==> config.mk <==
export PLATFORM = sky130hd
export DESIGN_NAME = i2s_frame_sequencer_flat
export DESIGN_NICKNAME = d
export VERILOG_FILES = /design/src/rtl/i2s_frame_sequencer_if.sv /design/src/rtl/i2s_frame_sequencer.sv /design/src/flat_wrapper.sv
export SDC_FILE = /design/constraint.sdc
export NUM_CORES = 1
export LEC_CHECK = 0
export BUFFER_PORTS_ARGS = -buffer_cell sky130_fd_sc_hd__buf_2
export CAP_MARGIN = 20
export CORE_MARGIN = 3
export CORE_UTILIZATION = 45
export CTS_CLUSTER_SIZE = 10
export DETAILED_ROUTE_END_ITERATION = 16
export PLACE_DENSITY_LB_ADDON = 0.08
export SETUP_SLACK_MARGIN = 0.4
export SLEW_MARGIN = 20
export SYNTH_ARGS = -nofsm -noshare
export SYNTH_HDL_FRONTEND = slang
export SYNTH_SLANG_ARGS = --single-unit
==> constraint.sdc <==
create_clock -name mclk -period 1.6 [get_ports mclk]
set_input_delay 0.24 -clock mclk [delete_from_list [all_inputs] [get_ports mclk]]
set_output_delay 0.24 -clock mclk [all_outputs]
set_load 0.01 [all_outputs]
==> src/rtl/i2s_frame_sequencer_if.sv <==
// Effect-chain handshake bus: captured pair out with valid/ready, processed pair back with a done strobe.
interface i2s_frame_sequencer_if #(
  parameter int d_width = 24
);
  logic signed [d_width-1:0] fx_l_out;
  logic signed [d_width-1:0] fx_r_out;
  logic                      fx_valid;
  logic                      fx_ready;
  logic signed [d_width-1:0] fx_l_in;
  logic signed [d_width-1:0] fx_r_in;
  logic                      fx_done;

  modport master (
    output fx_l_out, fx_r_out, fx_valid,
    input  fx_ready, fx_l_in, fx_r_in, fx_done
  );

  modport slave (
    input  fx_l_out, fx_r_out, fx_valid,
    output fx_ready, fx_l_in, fx_r_in, fx_done
  );
endinterface

==> src/rtl/i2s_frame_sequencer.sv <==
// Schedules stereo frames between the I2S transceiver and the effect chain: capture on ad_ws,
// offer to fx, hold the processed pair, commit on da_ws. Tracks underrun/overrun with saturating counters.
module i2s_frame_sequencer #(
  parameter int d_width       = 24,
  parameter int cnt_width     = 16,
  parameter bit mute_on_under = 1'b0
) (
  input  logic                      mclk,
  input  logic                      reset_n,
  input  logic                      ad_ws,
  input  logic                      da_ws,
  input  logic signed [d_width-1:0] l_data_rx,
  input  logic signed [d_width-1:0] r_data_rx,
  output logic signed [d_width-1:0] l_data_tx,
  output logic signed [d_width-1:0] r_data_tx,
  input  logic                      bypass,
  input  logic                      mute,
  output logic [cnt_width-1:0]      underrun_cnt,
  output logic [cnt_width-1:0]      overrun_cnt,
  i2s_frame_sequencer_if.master     fx
);

  typedef struct packed {
    logic [d_width-1:0] l;
    logic [d_width-1:0] r;
  } pair_t;

  typedef enum logic [2:0] {IDLE, CAPTURE, OFFER, WAIT_FX, PEND} state_t;

  state_t               state_q;
  logic                 ad_ws_q, da_ws_q;
  logic                 ad_edge_q, da_edge_q;
  pair_t                cap_q, pend_q, tx_q;
  logic                 fx_valid_q;
  logic                 pending_q;
  logic [cnt_width-1:0] under_q, over_q;
  logic                 pend_set;

  // History regs reset high so a low ws at reset release is not taken as a frame start.
  always_ff @(posedge mclk or negedge reset_n) begin
    if (!reset_n) begin
      ad_ws_q   <= 1'b1;
      da_ws_q   <= 1'b1;
      ad_edge_q <= 1'b0;
      da_edge_q <= 1'b0;
    end else begin
      ad_ws_q   <= ad_ws;
      da_ws_q   <= da_ws;
      ad_edge_q <= ad_ws_q & ~ad_ws;
      da_edge_q <= da_ws_q & ~da_ws;
    end
  end

  always_ff @(posedge mclk or negedge reset_n) begin
    if (!reset_n) begin
      state_q    <= IDLE;
      cap_q      <= '0;
      pend_q     <= '0;
      fx_valid_q <= 1'b0;
      over_q     <= '0;
    end else begin
      // A frame arriving while busy is dropped; the in-flight pair keeps going.
      if (ad_edge_q && state_q != IDLE && over_q != '1)
        over_q <= over_q + 1'b1;
      case (state_q)
        IDLE:    if (ad_edge_q) state_q <= CAPTURE;
        CAPTURE: begin
          cap_q <= '{l: l_data_rx, r: r_data_rx};
          if (bypass) begin
            pend_q  <= '{l: l_data_rx, r: r_data_rx};
            state_q <= PEND;
          end else begin
            fx_valid_q <= 1'b1;
            state_q    <= OFFER;
          end
        end
        OFFER: if (fx.fx_ready) begin
          fx_valid_q <= 1'b0;
          state_q    <= WAIT_FX;
        end
        WAIT_FX: if (fx.fx_done) begin
          pend_q  <= '{l: fx.fx_l_in, r: fx.fx_r_in};
          state_q <= PEND;
        end
        PEND:    state_q <= IDLE;
        default: state_q <= IDLE;
      endcase
    end
  end

  assign pend_set = (state_q == PEND);

  // Commit sees the pending flag from before this cycle; a pair landing now stays pending.
  always_ff @(posedge mclk or negedge reset_n) begin
    if (!reset_n) begin
      tx_q      <= '0;
      pending_q <= 1'b0;
      under_q   <= '0;
    end else if (da_edge_q) begin
      if (mute) begin
        tx_q <= '0;
      end else if (pending_q) begin
        tx_q <= pend_q;
      end else begin
        if (under_q != '1) under_q <= under_q + 1'b1;
        if (mute_on_under) tx_q <= '0;
      end
      pending_q <= pend_set;
    end else if (pend_set) begin
      pending_q <= 1'b1;
    end
  end

  assign l_data_tx    = tx_q.l;
  assign r_data_tx    = tx_q.r;
  assign underrun_cnt = under_q;
  assign overrun_cnt  = over_q;
  assign fx.fx_l_out  = cap_q.l;
  assign fx.fx_r_out  = cap_q.r;
  assign fx.fx_valid  = fx_valid_q;

endmodule

==> src/flat_wrapper.sv <==
// flat-port wrapper written by rule: the top's interface ports become plain ports
module i2s_frame_sequencer_flat 
#(
  parameter int d_width       = 24,
  parameter int cnt_width     = 16,
  parameter bit mute_on_under = 1'b0
)
  (mclk, reset_n, ad_ws, da_ws, l_data_rx, r_data_rx, l_data_tx, r_data_tx, bypass, mute, underrun_cnt, overrun_cnt, fx_fx_l_out, fx_fx_r_out, fx_fx_valid, fx_fx_ready, fx_fx_l_in, fx_fx_r_in, fx_fx_done);
  i2s_frame_sequencer_if #(.d_width(d_width)) fx_i ();
  input  logic mclk;
  input  logic reset_n;
  input  logic ad_ws;
  input  logic da_ws;
  input  logic signed [d_width-1:0] l_data_rx;
  input  logic signed [d_width-1:0] r_data_rx;
  output logic signed [d_width-1:0] l_data_tx;
  output logic signed [d_width-1:0] r_data_tx;
  input  logic bypass;
  input  logic mute;
  output logic [cnt_width-1:0] underrun_cnt;
  output logic [cnt_width-1:0] overrun_cnt;
  output wire logic [$bits(fx_i.fx_l_out)-1:0] fx_fx_l_out;
  output wire logic [$bits(fx_i.fx_r_out)-1:0] fx_fx_r_out;
  output wire logic [$bits(fx_i.fx_valid)-1:0] fx_fx_valid;
  input wire logic [$bits(fx_i.fx_ready)-1:0] fx_fx_ready;
  input wire logic [$bits(fx_i.fx_l_in)-1:0] fx_fx_l_in;
  input wire logic [$bits(fx_i.fx_r_in)-1:0] fx_fx_r_in;
  input wire logic [$bits(fx_i.fx_done)-1:0] fx_fx_done;
  assign fx_fx_l_out = fx_i.fx_l_out;
  assign fx_fx_r_out = fx_i.fx_r_out;
  assign fx_fx_valid = fx_i.fx_valid;
  assign fx_i.fx_ready = fx_fx_ready;
  assign fx_i.fx_l_in = fx_fx_l_in;
  assign fx_i.fx_r_in = fx_fx_r_in;
  assign fx_i.fx_done = fx_fx_done;
  i2s_frame_sequencer #(.d_width(d_width), .cnt_width(cnt_width), .mute_on_under(mute_on_under)) u_core (.mclk(mclk), .reset_n(reset_n), .ad_ws(ad_ws), .da_ws(da_ws), .l_data_rx(l_data_rx), .r_data_rx(r_data_rx), .l_data_tx(l_data_tx), .r_data_tx(r_data_tx), .bypass(bypass), .mute(mute), .underrun_cnt(underrun_cnt), .overrun_cnt(overrun_cnt), .fx(fx_i));
endmodule
* Word level (Yosys, flattened, before mapping) *
Cells that the tools add are included.
W data, S select, Z words.

storage, ports and cells
  bits in registers = 185
  input bits = 104
  output and inout port bits = 129
  logic and storage cells = 62

operators by class
  add/subtract/negate cells = 2
  equality and inequality tests = 11
  multiplexer cells = 15
  bitwise operators = 6
  reductions and logical operators = 13

operator list
  operator                 count
  $mux W48                 4
  $pmux W48 S2             1
  $add A16 B1 Y16 const B  2
  $ne A16 B16 Y1 const B   2
  $mux W3                  4
  $pmux W3 S4              1
  $reduce_and A3 Y1        3
  $ne A2 B2 Y1 const B     4
  $reduce_bool A2 Y1       4
  $eq A3 B2 Y1 const B     2
  $mux W1                  4
  $not A1 Y1               4
  $reduce_and A4 Y1        1
  $eq A3 B1 Y1 const B     1
  $eq A3 B3 Y1 const B     1
  $logic_not A3 Y1         1
  $reduce_bool A3 Y1       1
  $and A1 B1 Y1            2
  $logic_and A1 B1 Y1      2
  $ne A2 B1 Y1 const B     1
  $pmux W1 S2              1
  $reduce_and A2 Y1        1

* Logic depth before layout (Yosys ltp) *
  depth in word-level cells = 3
  gate-level depth with buffers = 8

* Least setup slack after synthesis *
No wires, ideal clock.

  kind = reg-to-reg
  start = reg u_core.state_q[1]
  end = reg u_core.cap_q (netlist bit u_core.fx.fx_r_out[10])
  setup time = 125 ps
  data arrival time = 1577 ps
  path slack = -102 ps
  cell stages (with the launch flop) = 6
  path buffers = 3
  cell sequence = dfrtp_1 > buf_4 > nor3b_2 > buf_2 > buf_4 > mux2_2

between the ends
  longest elaborated chain between the ends = 1

ends and longest elaborated chain
  item                    RTL line                   text
  from (decl)             i2s_frame_sequencer.sv:30  state_t state_q;
  from (signal assigned)  i2s_frame_sequencer.sv:56  state_q <= IDLE;
  from (signal assigned)  i2s_frame_sequencer.sv:66  IDLE: if (ad_edge_q) state_q <= CAPTURE;
  from (signal assigned)  i2s_frame_sequencer.sv:71  state_q <= PEND;
  $eq A3 B1 Y1            i2s_frame_sequencer.sv:65  case (state_q)
  to (signal assigned)    i2s_frame_sequencer.sv:68  cap_q <= '{l: l_data_rx, r: r_data_rx};
  to (decl)               i2s_frame_sequencer.sv:33  pair_t cap_q, pend_q, tx_q;

No other way between the ends.
A chain may end at the register's enable or synchronous reset.

* Worst setup path after layout *
  start = reg u_core.state_q[2]
  end = reg u_core.pend_q[4] (netlist bit)

between the ends
  longest elaborated chain between the ends = 3
  elaborated cells between the ends (all ways) = 7

ends and longest elaborated chain
  item                                                          RTL line                   text
  $eq A3 B1 Y1 or $eq A3 B2 Y1 (tied branches)                  i2s_frame_sequencer.sv:65
  $ne A2 B2 Y1 (no line) or $reduce_bool A2 Y1 (tied branches)  -
  $reduce_and A3 Y1 (no line)                                   -
  to (signal assigned)                                          i2s_frame_sequencer.sv:70  pend_q <= '{l: l_data_rx, r: r_data_rx};
  to (signal assigned)                                          i2s_frame_sequencer.sv:82  pend_q <= '{l: fx.fx_l_in, r: fx.fx_r_in};
  to (decl)                                                     i2s_frame_sequencer.sv:33

Parallel ways exist; a longest one is shown, timed or not.

==> impl_metrics.env <==
export IMPL_p_per_area_nw_per_um2=1660
export IMPL_rsz0062_at_grt="true"
export IMPL_dr_pass1_iters=4
export IMPL_cp_startpoint="u_core.state_q[2]$_DFFE_PN0P_"
export IMPL_r2r_start="u_core.state_q[2]$_DFFE_PN0P_"
export IMPL_clockRootBuffer="clkbuf_16"
export IMPL_clockPowerShare=0.186
export IMPL_area_delta_synth_final_pct=71.8
export IMPL_start_util=0.468
export IMPL_cts_tree="yes"
export IMPL_p_sw_w=0.00768
export IMPL_post_route_drc_count=0
export IMPL_grt_util_all_layers=0.249
export IMPL_tns_ns=-0.365
export IMPL_path_depth=4
export IMPL_detailed_place_hpwl_um=14600
export IMPL_num_vias=7279
export IMPL_fin_util=0.804
export IMPL_maxSlewHeadroom=0.646
export IMPL_yosys_top_cells_count="dfrtp_1 (183), nand2_1 (109), o21ai_0 (91)"
export IMPL_first_iter_violations=486
export IMPL_min_path_type="input pin to register"
export IMPL_reg2reg_depth=4
export IMPL_die_h_um=139
export IMPL_cts_sinks=185
export IMPL_crit_buf_inv=1
export IMPL_fin_crit_sh=1.03
export IMPL_clock_path_buffers=2
export IMPL_clock_latency_ns=0.43
export IMPL_max_freq_mhz=608
export IMPL_yosysTopAreaCell="dfrtp_1"
export IMPL_fin_ws_ns=-0.0458
export IMPL_ys_flop_type="dfrtp_1"
export IMPL_grt_pass1_wl_um=38400
export IMPL_ys_types=41
export IMPL_p_comb_frac=0.472
export IMPL_wl_per_cell_um=21.2
export IMPL_total_power_w=0.0226
export IMPL_end_kind="register"
export IMPL_fin_nets=1230
export IMPL_rows=47
export IMPL_synth_area_leaders="dfrtp_1 (58%), mux2_2 (7.1%), mux2i_1 (6.2%)"
export IMPL_synth_area_um2=7930
export IMPL_viasPerCell=5.37
export IMPL_design_area_um2=13600
export IMPL_postRouteAntennaNets=0
export IMPL_drv_slew=0
export IMPL_antenna_found_initial=1
export IMPL_regToRegSetupSlack_ns=-0.05
export IMPL_multiInputGateArea_um2=4110
export IMPL_die_w_um=139
export IMPL_max_stage_delay_ns=0.45
export IMPL_syn_nets=800
export IMPL_drive_above_1_share=0.619
export IMPL_crit_family="flip-flops"
export IMPL_grt_max_degree=49
export IMPL_p_int_w=0.0149
export IMPL_cp_data_arrival_time_ns=1.95
export IMPL_gp_congestion=0.853
export IMPL_seq_power_share=0.342
export IMPL_synth_edf_count=0
export IMPL_yosys_warnings=0
export IMPL_ys_ff_latch=185
export IMPL_cts_max_level=4
export IMPL_irDropWorstVdd_mv=1.10
export IMPL_ys_seq_area_frac=0.584
export IMPL_synth_top_area_frac=0.578
export IMPL_nFillCells=985
export IMPL_crit_path_start_kind="register"
export IMPL_whs_path_depth=2
export IMPL_violations="setup timing"
export IMPL_worstPathCellList="and3b_4, buf_12, mux2i_2, o21ai_2"
export IMPL_syn_inst=694
export IMPL_cts_inserted_buffers=17
export IMPL_synthArstFlopShare=1.00
export IMPL_core_area_um2=16900
export IMPL_tightest_slew_ns=0.532
export IMPL_crit_type="register to register"
export IMPL_final_setup_viol_count=22
export IMPL_numPortBuffers=232
export IMPL_grt_pass1_vias=7022
export IMPL_crit_required_ns=1.91
export IMPL_hold_viol=0
export IMPL_grt_overflow=0
export IMPL_p_leak_nw=6.61
export IMPL_path_clk_slew_ns=0.07
export IMPL_min_period_ns=1.65
export IMPL_fin_skew_ns=0.0121
export IMPL_outcome="finished with violations"
export IMPL_p_sw_frac=0.340
export IMPL_synth_most_common_cell="dfrtp_1"
export IMPL_critPathMaxFanout=12
export IMPL_maxCapViolations=0
export IMPL_dieArea_um2=19200
export IMPL_io_pins=233
export IMPL_regArea_um2=4650
export IMPL_placement_cell_area_um2=9840
export IMPL_syn_area_per_cell_um2=11.4
export IMPL_wl_um=28700
export IMPL_cp_slowest_cell="dfrtp_2"
export IMPL_worstHoldStart="r_data_rx[8]"
[area by class of cell]
type | instances | area share
inverter | 4 | 0.00110
tap | 220 | 0.0202
antenna | 1 | 0.000184
timing repair buffer | 450 | 0.293
multi-input combinational | 466 | 0.301
clock buffer | 20 | 0.0335
clock inverter | 10 | 0.00891
sequential | 185 | 0.341
[cells by family after synthesis]
family | after synthesis | share of synthesized area
compound gates | 109 | 0.0750
xor+xnor | 29 | 0.0320
fa+ha+maj | 2 | 0.00316
buf+inv | 43 | 0.0251
flops | 185 | 0.584
mux | 99 | 0.133
simple gates | 227 | 0.148
[timing repair]
action,in CTS,in global routing
setup buffers,50,91
gates resized for setup,100,266
gates cloned,14,17
pin swaps,23,86
endpoints found under the hold margin,43,0
setup endpoints to repair,287,308
hold buffers,3,0
[per-layer routing]
| metal | up-vias | part of all wire | GRT usage | wire length (µm) |
|---|---|---|---|---|
| li1 | 3252 | - | - | - |
| met1 | 3667 | 0.40 | 0.323 | 11500 |
| met2 | 303 | 0.51 | 0.430 | 14600 |
| met3 | 55 | 0.066 | 0.0534 | 1900 |
| met4 | 2 | 0.024 | 0.0628 | 689 |
| met5 | - | 0.00045 | 0 | 13 |
[worst paths after layout]
check,end
max reg2reg,u_core.pend_q[4]$_DFFE_PN0P_
min in group asynchronous,u_core.underrun_cnt[5]$_DFFE_PN0P_
min,u_core.fx.fx_r_out[8]$_DFFE_PN0P_
min reg2reg,u_core.pend_q[7]$_DFFE_PN0P_
max in group asynchronous,u_core.overrun_cnt[4]$_DFFE_PN0P_
max,u_core.pend_q[4]$_DFFE_PN0P_
[sequential cells by signal, indices dropped and copies added (netlist names), 3 cells and up]
signal / cells
u_core.pend_q: 48
u_core.fx.fx_l_out: 24
u_core.fx.fx_r_out: 24
u_core.l_data_tx: 24
u_core.r_data_tx: 24
u_core.overrun_cnt: 16
u_core.underrun_cnt: 16
u_core.state_q: 3
[metrics by stage]
step / hold slack [ns] / cells / setup slack, ns
after floorplan: -0.0556 / 694 / 0.0306
after global placement: 0.213 / 1150 / 0.0121
after detailed placement: 0.215 / 1150 / -0.0236
after CTS: 0.0428 / 1247 / 0.0291
after global routing: 0.0447 / 1355 / -0.0859
final: 0.0521 / 1356 / -0.0458
[placed cells by master (no fill, tap or decap), drive strengths merged, types with 3 or more instances in the layout]
| master | instances |
|---|---|
| nor2b | 4 |
| clkbuf | 33 |
| nand2b | 48 |
| and4 | 3 |
| clkinv | 3 |
| xor2 | 22 |
| nand2 | 109 |
| dlygate4sd3 | 3 |
| xnor2 | 7 |
| clkinvlp | 4 |
| a21oi | 4 |
| nor3 | 10 |
| nor2 | 13 |
| inv | 5 |
| mux2i | 49 |
| nor3b | 4 |
| o21ai | 97 |
| dfrtp | 183 |
| mux2 | 50 |
| nand4 | 12 |
| nand3 | 9 |
| buf | 434 |
| nor4 | 8 |
[power groups by stage]
stage	logic, W	registers [W]	clock network (W)
final	0.0107	0.00771	0.00420
after floorplan	0.00351	0.00793	0
after global placement	0.00598	0.00750	0
after detailed placement	0.00616	0.00759	0
after CTS	0.00772	0.00755	0.00422
after global routing	0.0113	0.00790	0.00445
Note: power is estimated with default switching activity, not from simulation.
